File: config.mk
export PLATFORM = sky130hd
export DESIGN_NAME = lstm_net_cell
export DESIGN_NICKNAME = d
export VERILOG_FILES = /design/src/rtl/lstm_pkg.sv /design/src/rtl/lstm_net_cell_gate.sv /design/src/rtl/lstm_net_cell.sv
export SDC_FILE = /design/constraint.sdc
export NUM_CORES = 1
export LEC_CHECK = 0
export CORE_MARGIN = 2
export CORE_UTILIZATION = 40
export DETAILED_ROUTE_END_ITERATION = 6
export PLACE_DENSITY = 0.66
export SLEW_MARGIN = 25
export SYNTH_ARGS = -nofsm -noshare
export SYNTH_HDL_FRONTEND = slang
export SYNTH_SLANG_ARGS = --single-unit
File: constraint.sdc
create_clock -name clk -period 12.9 [get_ports clk]
set_input_delay 2.58 -clock clk [delete_from_list [all_inputs] [get_ports clk]]
set_output_delay 2.58 -clock clk [all_outputs]
set_load 0.1 [all_outputs]
File: src/rtl/lstm_pkg.sv
// Fixed-point widths, weight-bank layout, constant weight ROM and the
// hard activation functions shared by the LSTM cell.
package lstm_pkg;
  localparam int unsigned NUM_BANKS = 8;
  localparam int unsigned DATA_W    = 8;
  localparam int unsigned W_W       = 8;
  localparam int unsigned Z_W       = 20;
  localparam int unsigned ACT_W     = 10;
  localparam int unsigned C_W       = 10;

  typedef enum logic {ACT_SIGMOID, ACT_TANH} act_t;

  typedef struct packed {
    logic signed [W_W-1:0] wx;
    logic signed [W_W-1:0] wh;
    logic signed [W_W-1:0] b;
  } gate_w_t;

  typedef struct packed {
    gate_w_t i;
    gate_w_t f;
    gate_w_t o;
    gate_w_t g;
  } bank_t;

  localparam gate_w_t DEF_GATE = '{wx: 8'sd64, wh: 8'sd0, b: 8'sd0};
  localparam bank_t   DEF_BANK = '{i: DEF_GATE, f: DEF_GATE, o: DEF_GATE, g: DEF_GATE};
  localparam bank_t   WEIGHT_ROM [NUM_BANKS] = '{default: DEF_BANK};

  function automatic logic signed [7:0] sat8(input logic signed [Z_W-1:0] v);
    logic signed [7:0] r;
    if (v < -20'sd128)      r = -8'sd128;
    else if (v > 20'sd127)  r = 8'sd127;
    else                    r = v[7:0];
    return r;
  endfunction

  // 0..256 where 256 represents 1.0
  function automatic logic [8:0] hard_sigmoid(input logic signed [Z_W-1:0] z);
    logic signed [Z_W-1:0] s;
    logic [8:0]            r;
    s = (z >>> 8) + 20'sd128;
    if (s < 20'sd0)        r = '0;
    else if (s > 20'sd256) r = 9'd256;
    else                   r = s[8:0];
    return r;
  endfunction

  function automatic logic signed [7:0] hard_tanh(input logic signed [Z_W-1:0] z);
    return sat8(z >>> 7);
  endfunction
endpackage

File: src/rtl/lstm_net_cell_gate.sv
// One LSTM gate: exact Q.14 pre-activation followed by a hard sigmoid or tanh.
module lstm_gate
  import lstm_pkg::*;
#(
  parameter act_t ACT = ACT_SIGMOID
) (
  input  logic        [DATA_W-1:0] i_x,
  input  logic signed [DATA_W-1:0] i_h,
  input  gate_w_t                  i_w,
  output logic signed [ACT_W-1:0]  o_act
);
  logic signed [Z_W-1:0] w_xt;
  logic signed [Z_W-1:0] w_ht;
  logic signed [Z_W-1:0] w_bt;
  logic signed [Z_W-1:0] w_z;

  // all terms aligned to Q.14: x is Q0.8 * Q2.6, h is Q1.7 * Q2.6 (<<1), b is Q1.7 (<<7)
  always_comb begin
    w_xt = Z_W'($signed(i_w.wx)) * $signed(Z_W'(i_x));
    w_ht = (Z_W'($signed(i_w.wh)) * Z_W'(i_h)) <<< 1;
    w_bt = Z_W'($signed(i_w.b)) <<< 7;
    w_z  = w_xt + w_ht + w_bt;
  end

  generate
    if (ACT == ACT_TANH) begin : g_tanh
      assign o_act = ACT_W'(hard_tanh(w_z));
    end else begin : g_sigm
      assign o_act = ACT_W'(hard_sigmoid(w_z));
    end
  endgenerate
endmodule

File: src/rtl/lstm_net_cell.sv
// Single-step fixed-point LSTM cell: bank-selected weights, c/h state,
// registered bank address and end-of-frame strobe.
module lstm_net_cell
  import lstm_pkg::*;
(
  input  logic              clk,
  input  logic              cen,
  input  logic [DATA_W-1:0] in,
  input  logic [DATA_W-1:0] add,
  input  logic              Cip,
  output logic [DATA_W-1:0] Hout,
  output logic [DATA_W-1:0] Add,
  output logic              Of
);
  logic signed [C_W-1:0]    r_c;
  logic signed [DATA_W-1:0] r_h;
  logic [DATA_W-1:0]        r_add;
  logic                     r_of;

  bank_t                    w_bank;
  logic signed [ACT_W-1:0]  w_i, w_f, w_o, w_g;
  logic signed [Z_W-1:0]    w_fc, w_ig, w_csum, w_oh;
  logic signed [C_W-1:0]    w_cnew;
  logic signed [7:0]        w_cclip;
  logic signed [DATA_W-1:0] w_hnew;

  assign w_bank = WEIGHT_ROM[add[2:0]];

  lstm_gate #(.ACT(ACT_SIGMOID)) u_gate_i (.i_x(in), .i_h(r_h), .i_w(w_bank.i), .o_act(w_i));
  lstm_gate #(.ACT(ACT_SIGMOID)) u_gate_f (.i_x(in), .i_h(r_h), .i_w(w_bank.f), .o_act(w_f));
  lstm_gate #(.ACT(ACT_SIGMOID)) u_gate_o (.i_x(in), .i_h(r_h), .i_w(w_bank.o), .o_act(w_o));
  lstm_gate #(.ACT(ACT_TANH))    u_gate_g (.i_x(in), .i_h(r_h), .i_w(w_bank.g), .o_act(w_g));

  always_comb begin
    w_fc   = Z_W'(w_f) * Z_W'(r_c);
    w_ig   = Z_W'(w_i) * Z_W'(w_g);
    w_csum = (w_fc >>> 8) + (w_ig >>> 8);
    if (w_csum > 20'sd511)       w_cnew = 10'sd511;
    else if (w_csum < -20'sd512) w_cnew = -10'sd512;
    else                         w_cnew = w_csum[C_W-1:0];
    w_cclip = sat8(Z_W'(w_cnew));
    w_oh    = Z_W'(w_o) * Z_W'(w_cclip);
    // range is inherently within Q1.7; saturation only reads the full product
    w_hnew  = sat8(w_oh >>> 8);
  end

  always_ff @(posedge clk or negedge cen) begin
    if (!cen) begin
      r_c   <= '0;
      r_h   <= '0;
      r_add <= '0;
      r_of  <= 1'b0;
    end else begin
      r_add <= add;
      r_of  <= (add[2:0] == 3'd7);
      if (Cip) begin
        r_c <= '0;
        r_h <= '0;
      end else begin
        r_c <= w_cnew;
        r_h <= w_hnew;
      end
    end
  end

  assign Hout = r_h;
  assign Add  = r_add;
  assign Of   = r_of;
endmodule

==> After elaboration in Yosys (flattened, before gate mapping) <==
Memory sizes are Yosys's and may differ from the RTL's.
Index checks and enable logic that the tools add are counted.
{ "word_totals": {"output_inout_bits": 17, "input_bits": 19, "mem_count": 1, "romBits": 768, "elab_cells": 63, "regBits": 27} }
{ "memory_table": {"columns": ["memory", "depth", "width", "rd", "rd_clocked_by_memory_dff", "wr", "line", "rtl"], "rows": [
  ["(name not given)", 8, 96, 1, 0, 0, "lstm_net_cell.sv:27", "assign w_bank = WEIGHT_ROM[add[2:0]];"]
]} }
{ "classes": {"order_cmp": 15, "eq_ne": 1, "bitwise_logic": 1, "mux": 18, "multipliers": 11, "addsub": 12} }
{ "ops": {"columns": ["operator", "n"], "rows": [
  ["$mux W96", 2],
  ["$add A20 B15 Y20", 4],
  ["$add A20 B20 Y20", 4],
  ["$mul A8 B9 Y17", 4],
  ["$mul A8 B8 Y16", 4],
  ["$gt A20 B10 Y1 const B", 3],
  ["$lt A20 B1 Y1 const B", 3],
  ["$mux W8", 7],
  ["$mux W9", 6],
  ["$add A12 B9 Y13 const B", 3],
  ["$mul A10 B8 Y18", 2],
  ["$mux W10", 3],
  ["$gt A10 B8 Y1 const B", 2],
  ["$lt A10 B8 Y1 const B", 2],
  ["$mul A10 B10 Y20", 1],
  ["$add A12 B10 Y13", 1],
  ["$gt A13 B10 Y1 const B", 1],
  ["$gt A13 B8 Y1 const B", 1],
  ["$lt A13 B10 Y1 const B", 1],
  ["$lt A13 B8 Y1 const B", 1],
  ["$ge A4 B4 Y1 const B", 1],
  ["$not A3 Y4", 1],
  ["$eq A3 B3 Y1 const B", 1]
]} }

==> Logic depth before layout (Yosys ltp) <==
Gate-level depths: netlist (run 1).
{ "depth": {"depth_word": 24, "ltp_mapped": 52, "ltp_nobuf": 48} }

==> Hierarchy <==
Synthesis (run 1) repeated with hierarchy kept, for this count alone.
{ "hier_totals": {"cells_unflattened": 3823, "area_unflattened_um2": 33845.0} }
{ "modules_own_cells": {"columns": ["mod", "area_each_um2", "n_inst", "seq_area_each_um2", "cells_per_inst"], "rows": [
  ["lstm_net_cell", 11897.7, 1, 675.6, 1298],
  ["lstm_gate (u_gate_i)", 5542.8, 1, 0.0, 645],
  ["lstm_gate (u_gate_o)", 5519.0, 1, 0.0, 633],
  ["lstm_gate (u_gate_f)", 5510.3, 1, 0.0, 635],
  ["lstm_gate (u_gate_g)", 5375.2, 1, 0.0, 612]
]} }

==> Worst setup path after synthesis (run 1) <==
Ideal clock, no wire load.
{ "synth_timing": {"path_type": "in2reg", "from": "input port in[3]", "to": "register r_h[2] (netlist: Hout[2])", "slack_ps": -630, "arrival_ps": 13411, "path_buffers": 4, "setup_ps": 119, "required_ps": 12781, "path_stages": 48, "cell_sequence": "inv_1 > clkbuf_1 > nand2_1 > fa_1 > inv_1 > fa_1 > inv_1 > fa_1 > inv_1 > fa_1 > inv_1 > fa_1 > inv_1 > ha_1 > buf_2 > a21o_1 > a211oi_1 > xnor2_1 > (+12 left out) > fa_1 > inv_1 > fa_1 > inv_1 > fa_1 > inv_1 > fa_1 > inv_1 > ha_1 > nand4_1 > o221ai_1 > nand3_1 > a21boi_0 > o21ai_0 > a21boi_0 > a21oi_1 > o22a_1 > o21a_1"} }
{ "synth_via": {"elab_chain_len": 20, "word_cells_on_any_way": 48, "classes_between": "add/sub (12); mul (7); order compare (14); mux (15)"} }
{ "synth_lines": {"columns": ["element", "line", "rtl"], "rows": [
  ["from (decl)", "lstm_net_cell.sv:8", "input logic [DATA_W-1:0] in,"],
  ["$mul A8 B9 Y17", "lstm_net_cell_gate.sv:19", "w_xt = Z_W'($signed(i_w.wx)) * $signed(Z_W'(i_x));"],
  ["$add A20 B20 Y20", "lstm_net_cell_gate.sv:22", "w_z = w_xt + w_ht + w_bt;"],
  ["$add A20 B15 Y20", "lstm_net_cell_gate.sv:22", null],
  ["$add A12 B9 Y13", "lstm_pkg.sv:42", "s = (z >>> 8) + 20'sd128;"],
  ["$gt A20 B10 Y1", "lstm_pkg.sv:44", "else if (s > 20'sd256) r = 9'd256;"],
  ["$mux W9", "lstm_pkg.sv:44", null],
  ["$mux W9", "lstm_pkg.sv:43", "if (s < 20'sd0) r = '0;"],
  ["$mul A10 B10 Y20 or $mul A10 B8 Y18 (tied branches)", "lstm_net_cell.sv:35, lstm_net_cell.sv:36", null],
  ["(+4 left out)", null, null],
  ["$gt A10 B8 Y1", "lstm_pkg.sv:33", "else if (v > 20'sd127) r = 8'sd127;"],
  ["$mux W8", "lstm_pkg.sv:33", null],
  ["$mux W8", "lstm_pkg.sv:32", "if (v < -20'sd128) r = -8'sd128;"],
  ["$mul A10 B8 Y18 *", "lstm_net_cell.sv:42", "w_oh = Z_W'(w_o) * Z_W'(w_cclip);"],
  ["$gt A10 B8 Y1", "lstm_pkg.sv:33", null],
  ["$mux W8", "lstm_pkg.sv:33", null],
  ["$mux W8 *", "lstm_pkg.sv:32", null],
  ["$mux W8 *", "lstm_net_cell.sv:56", "if (Cip) begin"],
  ["to (signal assigned)", "lstm_net_cell.sv:61", "r_h <= w_hnew;"],
  ["to (decl)", "lstm_net_cell.sv:16", "logic signed [DATA_W-1:0] r_h;"]
]} }
Every way passes the cells marked *; elsewhere a longest branch is shown, timed or not.

==> Worst setup path after layout (run 1) <==
{ "layout_timing": {"from": "input port in[2]", "to": "register r_h[4] (netlist: Hout[4])"} }
The elaborated chain is that of the path after synthesis.

==> impl_results.md, run 1 <==
* Run status: complete, no violations
* Clock Latency Late Sink at 270 ps
* Initial DRC Count at 260
* Final-stage net count at 1319
* Share of the synthesized area in compound gates (AO/OA/AOI/OAI) at 16.83%
* Async set-or-reset flop fraction in the synthesized netlist at 100.0%
* Vias after detailed routing at 6671
* First-pass iteration count of the detailed router at 6
* Worst Tran Pin Value at 986.9 ps
* Delay contributed by the slowest stage of the critical path at 590 ps
* Boundary Pins at 36
* Sequential area share after synthesis at 8.657%
* Deepest clock path buffer count at 2
* Per-cell routed wire length at 14.14 um
* Count of standard-cell rows at 51
* Post-Synthesis Cell Area at 0.007805 mm^2
* Post-synthesis adder-cell area fraction at 47.19%
* Classification of the worst setup path: in -> reg
* Filler cells at 1748
* Share of cell area taken by muxes after synthesis at 0.4168%
* Unrepaired setup endpoints after global routing: true
* Launching point of the worst reg2reg path: r_c[9]
* Gp weighted congestion at 0.8970
* CP max stage cell: sky130_fd_sc_hd__fa_2
* DRC errors left at 0
* Number of distinct standard cells referenced by the synthesized netlist at 76
* Post-synth top area cell: sky130_fd_sc_hd__ha_1
* Die Footprint at 0.02065 mm^2
* Synth Area per Inst at 8.859 um^2
* EDFF count, synth at 0
* Total number of cells along the worst setup path at 45
* Startpoint of the worst hold path: r_c[9]
* Final Setup Violations at 0
* Capturing element type of the critical path: flop
* Initial core utilization at 40.37%
* Worst clock skew at 4.543 ps
* Initial antenna violation count at 0
* Most common cell after layout, fill and taps aside: sky130_fd_sc_hd__buf_4
* Critical path buffers and inverters at 10
* Post-Synth Simple-Gate Area at 13.77%
* Largest net degree at the start of global routing at 28
* First-pass GRT wire length at 31570 um
* Share of layout cells above drive strength 1 at 30.81%
* Post-layout min period at 12830 ps
* Clock slew seen by the registers of the worst setup and hold paths at 70 ps
* Routed wire length at 18710 um
* Clk sinks at 27
* Area Overhead vs Synth at 33.47%
* Detailed placement HPWL at 14920 um
* Total number of H-tree levels at 1
* Commonest cells after routing, fill and taps aside: 159 x sky130_fd_sc_hd__buf_4, 145 x sky130_fd_sc_hd__inv_1, 135 x sky130_fd_sc_hd__ha_1
* Count of final hold-check violations at 0
* Number of cell instances on the worst register-to-register path at 45
* Number of cells traversed by the worst hold path at 6
* Overall global routing resource usage at 18.77%
* Net count after synthesis at 1141
* Parity-gate share of the synthesized area counting xor and xnor cells at 2.581%
* Synth Flop Type: sky130_fd_sc_hd__dfrtp_1
* Clock tree from TritonCTS: done
* Endpoint, Worst Hold: r_c[8]
* Cells after synthesis at 881
* Type of the tightest min-delay check: reg -> reg
* Total gr overflow at 0
* Sort of element at the start of the critical path: input pin
* Std-Cell Core Area at 0.01933 mm^2
* Die X-Extent at 143.7 um
* Final antenna-violating net count at 0
* Total CTS buffers at 3
* Vias per inst at 5.042
* Number of synthesis warnings at 0
* Number of max-capacitance violations reported at 0
* Final-report max-slew violation count at 0
* Vias in the first global route at 6638
* Max Clock Freq at 0.07794 GHz
* Total inserted antenna cells at 0
* Dominant combinational cell family by area after synthesis: adder cells
* Fin crit share at 99.46%
* Arrival @ worst endpoint at 13000 ps
* Min Hold Slack at 1564 ps
* R2r endpoint: Hout[4]
* Synth area leaders: sky130_fd_sc_hd__ha_1 24%, sky130_fd_sc_hd__fa_1 23%, sky130_fd_sc_hd__dfrtp_1 8.7%
* Reg2reg setup slack at 1830 ps
* Kind of cell adding the most delay to the critical path: adder cells
* Overall die height at 143.7 um
* Slew headroom at 34.00%
* Data required, critical path at 13070 ps
* Number of buffer cells added on primary ports at 34
* Clock root buffer master: sky130_fd_sc_hd__clkbuf_16
* Yosys top cell area share at 24.37%
* Biggest fanout along the worst timing path at 7
* Register bit count reported by yosys at 27
-- tightest hold or removal path, cell delays in order (launching register included) --
cell and delay (ps):
sky130_fd_sc_hd__dfrtp_1 570, sky130_fd_sc_hd__ha_1 390, sky130_fd_sc_hd__nand2_1 90, sky130_fd_sc_hd__o31a_1 130, sky130_fd_sc_hd__and2_1 160, sky130_fd_sc_hd__buf_4 130, sky130_fd_sc_hd__a211oi_1 60
-- through the flow --
stage / setup slack [ps] / std cells / instance area [um^2] / util [%] / setup TNS [ps]
after floorplan: 16.96 / 881 / 7980 / - / 0
after global placement: -960.1 / 1280 / 9510 / 49.19 / -7273
after detailed placement: -1081 / 1280 / 9510 / 49.19 / -8226
after CTS: 18.70 / 1309 / 10100 / 52.26 / 0
after global routing: -274.5 / 1323 / 10420 / 53.88 / -1890
final: 69.63 / 1323 / 10420 / 53.88 / 0
-- synth_stat cells, types with 2 or more instances --
master	number
sky130_fd_sc_hd__o21a_1	13
sky130_fd_sc_hd__dfrtp_1	27
sky130_fd_sc_hd__nor3_1	5
sky130_fd_sc_hd__nand3_1	11
sky130_fd_sc_hd__nor3b_1	2
sky130_fd_sc_hd__and2_1	30
sky130_fd_sc_hd__and4_1	2
sky130_fd_sc_hd__fa_1	89
sky130_fd_sc_hd__a21oi_1	38
sky130_fd_sc_hd__o31a_1	3
sky130_fd_sc_hd__nand2_1	52
sky130_fd_sc_hd__and4_4	2
sky130_fd_sc_hd__o21ai_1	3
sky130_fd_sc_hd__nand2b_1	3
sky130_fd_sc_hd__clkbuf_1	26
sky130_fd_sc_hd__ha_1	152
sky130_fd_sc_hd__and4b_1	2
sky130_fd_sc_hd__o211ai_1	3
sky130_fd_sc_hd__a311oi_2	2
sky130_fd_sc_hd__buf_2	7
sky130_fd_sc_hd__xor2_1	8
sky130_fd_sc_hd__clkinv_1	3
sky130_fd_sc_hd__a21boi_0	2
sky130_fd_sc_hd__and3_1	10
sky130_fd_sc_hd__a221oi_4	2
sky130_fd_sc_hd__xnor2_1	15
sky130_fd_sc_hd__mux2_2	2
sky130_fd_sc_hd__buf_6	3
sky130_fd_sc_hd__o21ai_0	16
sky130_fd_sc_hd__nor2_1	60
sky130_fd_sc_hd__o21bai_1	5
sky130_fd_sc_hd__a211o_1	10
sky130_fd_sc_hd__o211a_1	2
sky130_fd_sc_hd__a211oi_1	35
sky130_fd_sc_hd__buf_4	2
sky130_fd_sc_hd__a221oi_2	4
sky130_fd_sc_hd__o22a_1	3
sky130_fd_sc_hd__a21o_1	11
sky130_fd_sc_hd__inv_1	165
sky130_fd_sc_hd__a311oi_1	2
sky130_fd_sc_hd__conb_1	2
sky130_fd_sc_hd__nand4_1	7
sky130_fd_sc_hd__nor2b_1	7
-- layout make-up --
type / count / area, um^2 / area share [%]
sequential: 27 / 675.6 / 6.486
timing repair buffer: 212 / 1789 / 17.18
clock buffer: 3 / 75.07 / 0.7206
tap: 265 / 331.6 / 3.183
multi-input combinational: 647 / 6898 / 66.21
clock inverter: 1 / 8.758 / 0.08407
inverter: 168 / 639.4 / 6.137
-- routing by layer --
metal  vias to the layer above  track usage (%)  routed length, um
li1                       3294                -                  -
met1                      3226            26.49               8654
met2                       138            32.43               9171
met3                        13            1.133                705
met4                         0            2.786                182
met5                         -                0                  0
-- state kept, by name, summed over array words and instances, names as in the netlist --
| register | count |
|---|---|
| Of | 1 |
| Hout | 8 |
| Add | 8 |
| r_c | 10 |
-- logic make-up (layout without fill, tap and decap cells) --
group	Yosys count	count (layout)
AOI/OAI and AO/OA	171	171
other	2	2
buffers and inverters	207	384
adders and majority gates	241	241
and+or+nand+nor	207	207
muxes	3	3
DFF	27	27
xor gates and xnor gates	23	23
-- worst max-delay path by stage --
stage / from / endpoint / slack (ps)
after global routing: in[3] / Hout[0] / -270
after detailed placement: in[3] / Hout[0] / -1080
after global placement: in[3] / Hout[6] / -960
final: in[2] / Hout[4] / 70
after floorplan: in[2] / Hout[0] / 20
after CTS: in[4] / Hout[0] / 20
-- repair_timing --
| action | CTS | global route |
|---|---|---|
| hold endpoints to repair | 0 | 0 |
| hold buffers | 0 | 0 |
| gates cloned | 0 | 0 |
| setup buffers | 25 | 15 |
| endpoints found under the setup margin | 8 | 8 |
| gates resized for setup | 71 | 68 |
| pin swaps | 61 | 85 |
Power of run 1 is not shown: default switching activity piles up to over one toggle a cycle in this logic, so the estimate is an artifact.
==> inputs of run 2 (changes only) <==
--- a/config.mk
+++ b/config.mk
@@ -7,2 +7,3 @@
 export LEC_CHECK = 0
+export CAP_MARGIN = 25
 export CORE_MARGIN = 2
==> constraint.sdc (replaced) <==
create_clock -name clk -period 12 [get_ports clk]
set_input_delay 2.4 -clock clk [delete_from_list [all_inputs] [get_ports clk]]
set_output_delay 2.4 -clock clk [all_outputs]
set_load 0.005 [all_outputs]
==> impl_results.md, run 2 (synthesized netlist as in run 1, its figures left out) <==
* Std-Cell Core Area at 0.01933 mm^2 (unchanged)
* Final-stage net count at 1340 (was 1319)
* Clock Latency Late Sink at 270 ps (about the same)
* Unrepaired setup endpoints after global routing: true (unchanged)
* Count of hold buffers inserted by post-cts repair at 0 (unchanged)
* Count of standard-cell rows at 51 (unchanged)
* Sort of element at the start of the critical path: input pin (unchanged)
* Worst clock skew at 2.333 ps (was 4.543 ps)
* Die Footprint at 0.02065 mm^2 (unchanged)
* Initial core utilization at 40.37% (unchanged)
* Post-layout min period at 12570 ps
* Final-report max-slew violation count at 0 (unchanged)
* Per-cell routed wire length at 14.17 um (was 14.14 um)
* First-pass GRT wire length at 32210 um (was 31570 um)
* Max reg flops at 10 (unchanged)
* Initial DRC Count at 374 (was 260)
* Deepest clock path buffer count at 2 (unchanged)
* Arrival @ worst endpoint at 12740 ps (was 13000 ps)
* DRC errors left at 0 (unchanged)
* Clock tree from TritonCTS: done (unchanged)
* Vias per inst at 5.028 (was 5.042)
* Overall die height at 143.7 um (unchanged)
* Biggest fanout along the worst timing path at 7 (unchanged)
* Vias in the first global route at 6838 (was 6638)
* Initial antenna violation count at 1 (was 0)
* Share of layout cells above drive strength 1 at 30.31% (was 30.81%)
* Filler cells at 1699 (was 1748)
* Violated checks: negative setup slack
* Routed wire length at 19040 um (was 18710 um)
* Clock root buffer master: sky130_fd_sc_hd__clkbuf_16 (unchanged)
* Die X-Extent at 143.7 um (unchanged)
* CP max stage cell: sky130_fd_sc_hd__fa_1 (was sky130_fd_sc_hd__fa_2)
* Capturing element type of the critical path: flop (unchanged)
* Area Overhead vs Synth at 35.60% (was 33.47%)
* Worst Tran Pin Value at 563.6 ps (was 986.9 ps)
* Final antenna-violating net count at 0 (unchanged)
* Type of the tightest min-delay check: reg -> reg (unchanged)
* Clock slew seen by the registers of the worst setup and hold paths at 70 ps (about the same)
* Max Clock Freq at 0.07953 GHz
* Total CTS buffers at 3 (unchanged)
* Non-filler cells, final at 1344 (was 1323)
* Largest net degree at the start of global routing at 28 (unchanged)
* Total gr overflow at 0 (unchanged)
* Most flops, register: r_c (unchanged)
* Slew headroom at 62.31% (was 34.00%)
* Boundary Pins at 36 (unchanged)
* Total number of H-tree levels at 1 (unchanged)
* Number of max-capacitance violations reported at 0 (unchanged)
* Total inserted antenna cells at 0 (unchanged)
* Cell with the most instances on the worst path: sky130_fd_sc_hd__buf_4
* Gp weighted congestion at 0.8417 (was 0.8970)
* Overall global routing resource usage at 19.24% (was 18.77%)
* First-pass iteration count of the detailed router at 5 (was 6)
* Pre-CTS setup slack at -1604 ps (was -1081 ps)
* Fin crit share at 104.8%
* Most common cell after layout, fill and taps aside: sky130_fd_sc_hd__buf_4 (unchanged)
* Clk sinks at 27 (unchanged)
* Delay contributed by the slowest stage of the critical path at 540 ps (was 590 ps)
* Run status: complete, but fails checks (was complete, no violations)
* Number of buffer cells added on primary ports at 34 (unchanged)
* Detailed placement HPWL at 15150 um (was 14920 um)
* Count of final hold-check violations at 0 (unchanged)
* Classification of the worst setup path: in -> reg (unchanged)
* Post-route setup slack at -574.1 ps (was 69.63 ps)
* Vias after detailed routing at 6758 (was 6671)
* DP Cell Count at 1299 (was 1280)
* Commonest cells after routing, fill and taps aside: 180 x sky130_fd_sc_hd__buf_4, 155 x sky130_fd_sc_hd__inv_1, 138 x sky130_fd_sc_hd__ha_1 (was 159 x sky130_fd_sc_hd__buf_4, 145 x sky130_fd_sc_hd__inv_1, 135 x sky130_fd_sc_hd__ha_1)
* Data required, critical path at 12160 ps (was 13070 ps)
* Final Setup Violations at 8 (was 0)
[run 2: final cells by class]
class                   instances  area [um^2]  share of cell area, %
inverters                     168        640.6                  6.053
multi-input cells             647         6898                  65.17
clock buffers                   3        75.07                 0.7093
repair buffers                233         1954                  18.47
clock inverters                 1        8.758                0.08275
well taps                     265        331.6                  3.133
flip-flops and latches         27        675.6                  6.384
[run 2: worst paths after layout]
path                       startpoint       to  slack, ps  cells after the start
min                            r_c[9]   r_c[8]       1540                      6
max in group asynchronous         cen  Hout[7]       9200                      2
max                             in[4]  Hout[0]       -570                     52
max reg2reg                    r_c[9]  Hout[0]       1090                     50
min reg2reg                    r_c[9]   r_c[8]       1540                      6
min in group asynchronous         cen   r_c[2]       2520                      2
[run 2: through the flow]
step,cell area [um^2],hold slack (ps),utilization [%],setup TNS [ps]
after floorplan,8051,1200,-,-2518
after global placement,9706,1523,50.20,-11840
after detailed placement,9706,1544,50.20,-12390
after CTS,10370,1554,53.64,-4132
after global routing,10580,1648,54.74,-7467
final,10580,1541,54.74,-3877
[run 2: layer usage]
| metal | vias to the layer above | global-route usage [%] | part of all wire (%) |
|---|---|---|---|
| met4 | 0 | 3.457 | 1.4 |
| li1 | 3347 | - | - |
| met5 | - | 0 | 0 |
| met1 | 3240 | 26.53 | 46 |
| met2 | 147 | 33.41 | 49 |
| met3 | 24 | 1.533 | 3.8 |
[run 2: repair_timing]
action,4_1_cts,5_1_grt
pin swaps,65,46
resized for setup,100,33
setup buffers,34,8
gates cloned,1,0
endpoints found under the hold margin,0,0
endpoints found under the setup margin,8,8
[run 2: worst max-delay path: cells and delay by family]
family	cells	cell delay [ps]
xor gates and xnor gates	2	340
and+or+nand+nor	6	690
adders and majority gates	12	5060
AOI/OAI and AO/OA	11	1960
buffers and inverters	21	2270
Power of run 2 is left out for the same reason.
==> inputs of run 3 (changes only) <==
Settings changed: CAP_MARGIN 25 to not set.
==> results of run 3 <==
Same layout as run 2: the final DEF is identical, and so are final timing and power.
Power of run 3 is left out for the same reason.
